===== src/rtl/neighbor_bank_router.sv =====
// neighbor_bank_router: pops neighbor requests from a FIFO one at a time,
// decodes the target bank from the address MSBs, waits for that bank to be
// free and issues a one-cycle one-hot request with tag and bank-local address.
// Optional per-bank issue / drop statistics: define NEIGHBOR_ROUTE_STATS_EN.
//
// state | meaning
// IDLE  | waiting for the FIFO to become non-empty
// POP   | fifo_rinc high for one cycle
// CAPT  | FIFO read data valid this cycle; latch it or drop it
// HOLD  | entry held, waiting for its bank to be free, then issue
module neighbor_bank_router #(
    parameter int NUM_BANKS   = 4,
    parameter int ADDR_W      = 10,
    parameter int TAG_W       = 4,
    parameter int STALL_LIMIT = 255,
    parameter int CNT_W       = 16,
    localparam int SEL_W      = $clog2(NUM_BANKS),
    localparam int BA_W       = ADDR_W - SEL_W
) (
    input  logic                 clk,
    input  logic                 reset,
    input  logic                 fifo_empty,
    output logic                 fifo_rinc,
    input  logic                 fifo_valid,
    input  logic [ADDR_W-1:0]    fifo_addr,
    input  logic [TAG_W-1:0]     fifo_tag,
    input  logic [NUM_BANKS-1:0] bank_busy,
    output logic [NUM_BANKS-1:0] bank_req_valid,
    output logic [TAG_W-1:0]     bank_req_tag,
    output logic [BA_W-1:0]      bank_req_addr,
    output logic                 stall_err,
`ifdef NEIGHBOR_ROUTE_STATS_EN
    output logic [NUM_BANKS*CNT_W-1:0] issue_cnt,
    output logic [CNT_W-1:0]           drop_cnt,
`endif
    output logic                 busy
);

    localparam int STL_W = $clog2(STALL_LIMIT + 1);
    localparam logic [STL_W-1:0] STALL_MAX = STL_W'(STALL_LIMIT);

    typedef enum logic [1:0] {S_IDLE, S_POP, S_CAPT, S_HOLD} state_t;

    state_t               state_q, state_d;
    logic [ADDR_W-1:0]    hold_addr_q, hold_addr_d;
    logic [TAG_W-1:0]     hold_tag_q, hold_tag_d;
    logic [STL_W-1:0]     stall_cnt_q, stall_cnt_d;
    logic [STL_W-1:0]     stall_inc;
    logic [NUM_BANKS-1:0] req_valid_q, req_valid_d;
    logic [TAG_W-1:0]     req_tag_q, req_tag_d;
    logic [BA_W-1:0]      req_addr_q, req_addr_d;
    logic                 stall_err_q, stall_err_d;
    logic [SEL_W-1:0]     sel;
    logic                 issue_fire;

    assign sel        = hold_addr_q[ADDR_W-1 -: SEL_W];
    assign issue_fire = (state_q == S_HOLD) && !bank_busy[sel];
    assign stall_inc  = (stall_cnt_q == STALL_MAX) ? STALL_MAX : stall_cnt_q + STL_W'(1);

    // Next-state, hold register, issue registers and watchdog update.
    always_comb begin
        state_d     = state_q;
        hold_addr_d = hold_addr_q;
        hold_tag_d  = hold_tag_q;
        stall_cnt_d = stall_cnt_q;
        req_valid_d = '0;
        req_tag_d   = req_tag_q;
        req_addr_d  = req_addr_q;
        stall_err_d = stall_err_q;
        fifo_rinc   = 1'b0;
        case (state_q)
            S_IDLE: begin
                if (!fifo_empty) state_d = S_POP;
            end
            S_POP: begin
                fifo_rinc = 1'b1;
                state_d   = S_CAPT;
            end
            S_CAPT: begin
                hold_addr_d = fifo_addr;
                hold_tag_d  = fifo_tag;
                if (fifo_valid) begin
                    state_d     = S_HOLD;
                    stall_cnt_d = '0;
                end else begin
                    state_d = S_IDLE;
                end
            end
            S_HOLD: begin
                if (issue_fire) begin
                    req_valid_d = NUM_BANKS'(1) << sel;
                    req_tag_d   = hold_tag_q;
                    req_addr_d  = hold_addr_q[BA_W-1:0];
                    state_d     = fifo_empty ? S_IDLE : S_POP;
                end else begin
                    stall_cnt_d = stall_inc;
                    if (stall_inc == STALL_MAX) stall_err_d = 1'b1;
                end
            end
            default: state_d = S_IDLE;
        endcase
    end

    // State and datapath registers with synchronous active-low reset.
    always_ff @(posedge clk) begin
        if (!reset) begin
            state_q     <= S_IDLE;
            hold_addr_q <= '0;
            hold_tag_q  <= '0;
            stall_cnt_q <= '0;
            req_valid_q <= '0;
            req_tag_q   <= '0;
            req_addr_q  <= '0;
            stall_err_q <= 1'b0;
        end else begin
            state_q     <= state_d;
            hold_addr_q <= hold_addr_d;
            hold_tag_q  <= hold_tag_d;
            stall_cnt_q <= stall_cnt_d;
            req_valid_q <= req_valid_d;
            req_tag_q   <= req_tag_d;
            req_addr_q  <= req_addr_d;
            stall_err_q <= stall_err_d;
        end
    end

    assign bank_req_valid = req_valid_q;
    assign bank_req_tag   = req_tag_q;
    assign bank_req_addr  = req_addr_q;
    assign stall_err      = stall_err_q;
    assign busy           = (state_q != S_IDLE);

`ifdef NEIGHBOR_ROUTE_STATS_EN
    logic [NUM_BANKS*CNT_W-1:0] issue_cnt_q;
    logic [CNT_W-1:0]           drop_cnt_q;
    logic                       drop_fire;

    assign drop_fire = (state_q == S_CAPT) && !fifo_valid;

    // Per-bank issue counters and drop counter, saturating at all-ones.
    always_ff @(posedge clk) begin
        if (!reset) begin
            issue_cnt_q <= '0;
            drop_cnt_q  <= '0;
        end else begin
            for (int b = 0; b < NUM_BANKS; b++) begin
                if (issue_fire && (sel == SEL_W'(b)) && !(&issue_cnt_q[b*CNT_W +: CNT_W]))
                    issue_cnt_q[b*CNT_W +: CNT_W] <= issue_cnt_q[b*CNT_W +: CNT_W] + CNT_W'(1);
            end
            if (drop_fire && !(&drop_cnt_q)) drop_cnt_q <= drop_cnt_q + CNT_W'(1);
        end
    end

    assign issue_cnt = issue_cnt_q;
    assign drop_cnt  = drop_cnt_q;
`endif

endmodule


===== config.mk =====
export PLATFORM = sky130hd
export DESIGN_NAME = neighbor_bank_router
export DESIGN_NICKNAME = d
export VERILOG_FILES = /design/src/rtl/neighbor_bank_router.sv
export SDC_FILE = /design/constraint.sdc
export NUM_CORES = 1
export LEC_CHECK = 0
export ABC_AREA = 1
export BUFFER_PORTS_ARGS = -buffer_cell sky130_fd_sc_hd__buf_4
export CAP_MARGIN = 20
export CELL_PAD_IN_SITES_DETAIL_PLACEMENT = 0
export CELL_PAD_IN_SITES_GLOBAL_PLACEMENT = 1
export CORE_AREA = 2 2 79 74
export CTS_BUF_LIST = sky130_fd_sc_hd__clkbuf_16
export CTS_CLUSTER_SIZE = 10
export DETAILED_ROUTE_END_ITERATION = 8
export DIE_AREA = 0 0 81 76
export GPL_TIMING_DRIVEN = 1
export PLACE_DENSITY = 0.69
export SLEW_MARGIN = 20
export SYNTH_ARGS = -nofsm -noshare
export SYNTH_HDL_FRONTEND = slang
export SYNTH_SLANG_ARGS = --single-unit

===== constraint.sdc =====
create_clock -name clk -period 1.35 [get_ports clk]
set_clock_uncertainty 0.2 [all_clocks]
set_input_delay 0 -clock clk [delete_from_list [all_inputs] [get_ports clk]]
set_output_delay 0 -clock clk [all_outputs]
set_load 0.005 [all_outputs]

### Word level (Yosys, flattened, before mapping)

Cells that the tools add are included.

* word-level logic and storage cells: 43
* register bits after elaboration: 41
* bits of input ports: 22

* multiplexer cells: 12
* equality and inequality tests: 9
* bitwise gates (word level): 1
* reduce and logical (&&, ||, !) cells: 10
* add/subtract/negate cells: 1
* shift operators: 1
* order comparisons: 1

Operator list (count)
* $mux 8: 3
* $eq 8x8->1 const B: 2
* $pmux 8 s2: 1
* $reduce_and 3->1: 3
* $add 8x1->8 const B: 1
* $ne 2x2->1 const B: 4
* $pmux 2 s4: 1
* $mux 2: 3
* $eq 2x2->1 const B: 2
* $reduce_and 2->1: 2
* $reduce_bool 2->1: 2
* $shl 1x2->4 const A: 1
* $lt 2x3->1 const B: 1
* $mux 1: 3
* $bmux 1 s2: 1
* $eq 2x1->1 const B: 1
* $logic_not 2->1: 1
* $logic_and 1x1->1: 1
* $logic_not 1->1: 1
* $not 1->1: 1

### Depth between registers and ports, before layout

* depth in word-level cells: 6
* gate-level depth with buffers: 10
* depth with buffers taken out: 10

### Least setup slack after synthesis

Ideal clock, no wire load.

* kind: reg-to-reg
* from: register stall_cnt_q[0]
* to: register stall_err_q (netlist: stall_err)
* stages on the path, launching flop included: 10
* arrival: 1.214 ns
* path buffers: 0
* slack: -0.137 ns
* required time: 1.077 ns
* setup time: 0.073 ns
* clock period less this slack: 1.487 ns
* cells stage by stage: dfxtp_1 ha_1 nand3_1 inv_1 nand2_2 o21ai_1 nand3_1 nor2_1 nand2_1 a21oi_1

* longest elaborated chain between the ends: 4

RTL lines
* start, declared: line 47 `logic [STL_W-1:0] stall_cnt_q, stall_cnt_d;`
* start signal, assigned: line 119 `stall_cnt_q <= stall_cnt_d;`
* $add 8x1->8 / $eq 8x8->1 (equally long branches): line 58 `assign stall_inc = (stall_cnt_q == STALL_MAX) ? STALL_MAX : stall_cnt_q + STL_W'(1);`
* $mux 8 *: line 58
* $eq 8x8->1 *: line 97 `if (stall_inc == STALL_MAX) stall_err_d = 1'b1;`
* $reduce_and 3->1 (no line) *
* end signal, assigned: line 123 `stall_err_q <= stall_err_d;`
* end, declared: line 52 `logic stall_err_q, stall_err_d;`

Every way passes the cells marked *; elsewhere a longest branch is shown, timed or not.
A chain may end at the register's enable or synchronous reset.

### Worst setup path in the final report

* from: register stall_cnt_q[1]
* to: register stall_err_q (netlist: stall_err)

The elaborated chain is that of the path after synthesis.

==> impl_results.md <==
* Core Util, Final at 49.4%
* CTS H-Tree Depth at 2
* Synth warn at 0
* Global-route wire length before repair at 7.22 mm
* Min Clock Period, post-route at 1.48 ns
* Core Footprint at 0.00540 sq mm
* Status: complete, but fails checks
* Crit. End Element: flip-flop
* Seq/Total Area, Yosys at between 40% and 50%
* WL final at 4.23 mm
* Ant. Diodes at 0
* DR DRC count at 0
* Worst rel slew slack at 72.5%
* Worst skew pair latency at 0.28 ns
* Startpoint types: flip-flop
* Crit path cell chain: ha_4 -> nand3_4 -> inv_2 -> nand2_4 -> o21ai_2 -> nand3_1 -> nor2_1 -> nand2_1 -> a21oi_1
* Fin crit share at 110%
* Pleak at 1.17 nW
* CTS tree: built
* Clock Root Buffer: clkbuf_16
* CTS Hold Bufs at 16
* Req. time, crit path at between 1 and 1.5 ns
* Total GRT Usage at between 10% and 20%
* WHS at -0.186 ns
* WP buf/inv at 1
* Number of port buffers at 40
* PwrDens at 1030 mW/mm^2
* DP HPWL at 2.94 mm
* Initial DRC Count at 61
* Avg Inst Size Synth at a little over 7 sq um
* Syn_nets at between 200 and 300
* Clock Path Buffers at 2
* CP Class: reg -> reg
* Setup ws final at -0.134 ns
* Placed Area at approximately 0.0023 sq mm
* Final Power at about 0.0027 W
* Number of antenna-violating nets in the routed design at 0
* Worst vdd ir at 0.000576 V
* CP Max Fanout at 8
* Fillers at ~570
* Post-route cell area at 0.00267 sq mm
* Max-slew violation count at 0
* Largest stage delay, worst path at 0.36 ns
* Die height at 76 um
* Flops & latches, synth at 41
* Final hold violation count at 13
* Mapped Area at 0.00170 sq mm
* Max_cap viols at 0
* Cells taking the most area after synthesis: dfxtp_1, nor2_1, o21ai_0
* Starting density of the core at 31.4%
* Share of the synthesized area in the top cell type at 48.4%
* Unique masters post-synth at 22
* DIE WIDTH at 81 um
* Share of cells above drive strength 1 at around a third
* Dominant cell type by area after synthesis: dfxtp_1
* CTS Sinks at 41
* Largest net degree at the start of global routing at 19
* Vias at 1689
* Vias/cell at 4.39
* Final setup vio count at 16
* Fin nets at 337
* Top cell family by delay on the critical path: simple AND/OR/NAND/NOR gates
* Die footprint at about 0.006 sq mm
* GP Congestion at ~0.86
* Failing checks: hold timing, setup timing
* Clock slew at reported path FFs at 0.06 ns
* Fmax at just under 700 MHz
* Crit-path slowest cell: dfxtp_4
* Slew @ Worst Pin at around 0.41 ns
* Initial antenna violation count at 0
* CTS buffer count at 5
* Synth Instances at 234
* Pre-CTS setup slack at -0.127 ns
* Layout area overhead at 57.2%
* GR Overflow Total at 0
* Io pins at 41
* Drt first pass iters at 4
* WL/cell at 11.0 um
* Rows at 26
* Min-delay worst type: in -> reg
* Vias in the first global route at 1614
* Unrepaired setup endpoints after global routing: true
* WP data arrival at 1.49 ns
[layer usage]
layer | vias up | track usage (%) | wire, um
li1 | 908 | - | -
met1 | 743 | 19.4 | 2030
met2 | 30 | 24.3 | 1940
met3 | 8 | 3.44 | 191
met4 | 0 | 6.10 | 68
met5 | - | 0 | 0
[final timing paths]
kind | slack (ns) | depth (start not counted) | start | end
hold / removal | -0.19 | 3 | reset | hold_addr_q[8]
setup / recovery | -0.13 | 9 | stall_cnt_q[1] | stall_err
hold reg to reg | 0.26 | 2 | stall_err | stall_err
setup reg to reg | -0.13 | 9 | stall_cnt_q[1] | stall_err
[kinds of logic after synthesis]
| logic type | count (synthesis) | share of synthesized area, % |
|---|---|---|
| DFF | 41 | 48.4 |
| xor gates and xnor gates | 1 | 0.516 |
| buffers and inverters | 27 | 6.86 |
| AOI/OAI and AO/OA | 47 | 14.0 |
| and+or+nand+nor | 117 | 29.5 |
| adders and majority gates | 1 | 0.737 |
[cells in the mapped netlist]
master / number
nor2_1: 62
dfxtp_1: 41
nand2_1: 34
o21ai_0: 28
a21oi_1: 15
inv_1: 14
nand3_1: 11
nand2_2: 5
clkbuf_1: 4
inv_2: 3
o21ai_1: 3
clkinv_1: 2
nand3_2: 2
nor2_4: 2
buf_2: 1
buf_6: 1
clkbuf_2: 1
ha_1: 1
inv_6: 1
nand2_4: 1
o21a_1: 1
xor2_1: 1
[worst reg2reg max path, delay by kind of cell (launching register included)]
kind            cells  cell delay [ns]
simple gates        5             0.43
compound gates      2             0.20
buf+inv             1             0.07
fa+ha+maj           1             0.16
flops               1             0.36
[where the power goes]
part | switching [W] | internal [W]
Sequential | 0.0000243 | 0.00126
Clock | 0.000463 | 0.000677
Combinational | 0.000156 | 0.000171
[registers in the layout, summed over array words and instances (netlist names)]
signal,flops
state_q,2
bank_req_addr,8
hold_tag_q,4
hold_addr_q,10
bank_req_tag,4
stall_cnt_q,8
bank_req_valid,4
stall_err,1
[area by class of cell]
class	instances	area, sq um	share of cell area, %
Clock buffer	5	125	4.69
Timing Repair inverter	1	11.3	0.422
Timing Repair Buffer	79	653	24.5
Multi-Input combinational cell	166	852	31.9
Sequential cell	41	833	31.2
Clock inverter	3	17.5	0.657
Tap cell	70	87.6	3.28
Inverter	20	87.6	3.28
[placed cells by master, fill, tap and decap left out, drive strengths merged]
master	synthesis	routed
nor2	64	64
buf	2	63
clkbuf	5	5
o21ai	31	31
dlygate4sd3	0	16
ha	1	1
nand3	13	13
xor2	1	1
dfxtp	41	41
nand2	40	40
a21oi	15	15
o21a	1	1
inv	18	19
clkinv	2	5
[metrics by stage]
| step | TNS [ns] | instances |
|---|---|---|
| floorplan | -0.0128 | 234 |
| global placement | -1.39 | 360 |
| detailed placement | -1.44 | 360 |
| CTS | -1.08 | 385 |
| global route | -3.50 | 385 |
| finish | -0.878 | 385 |
[timing repair]
| action | in CTS | in global routing |
|---|---|---|
| setup endpoints to repair | 27 | 41 |
| setup buffers | 0 | 0 |
| gates cloned | 1 | 0 |
| hold endpoints to repair | 32 | 13 |
| resized for setup | 14 | 22 |
| pin swaps | 4 | 3 |
Power figures use the tool's default switching activity.
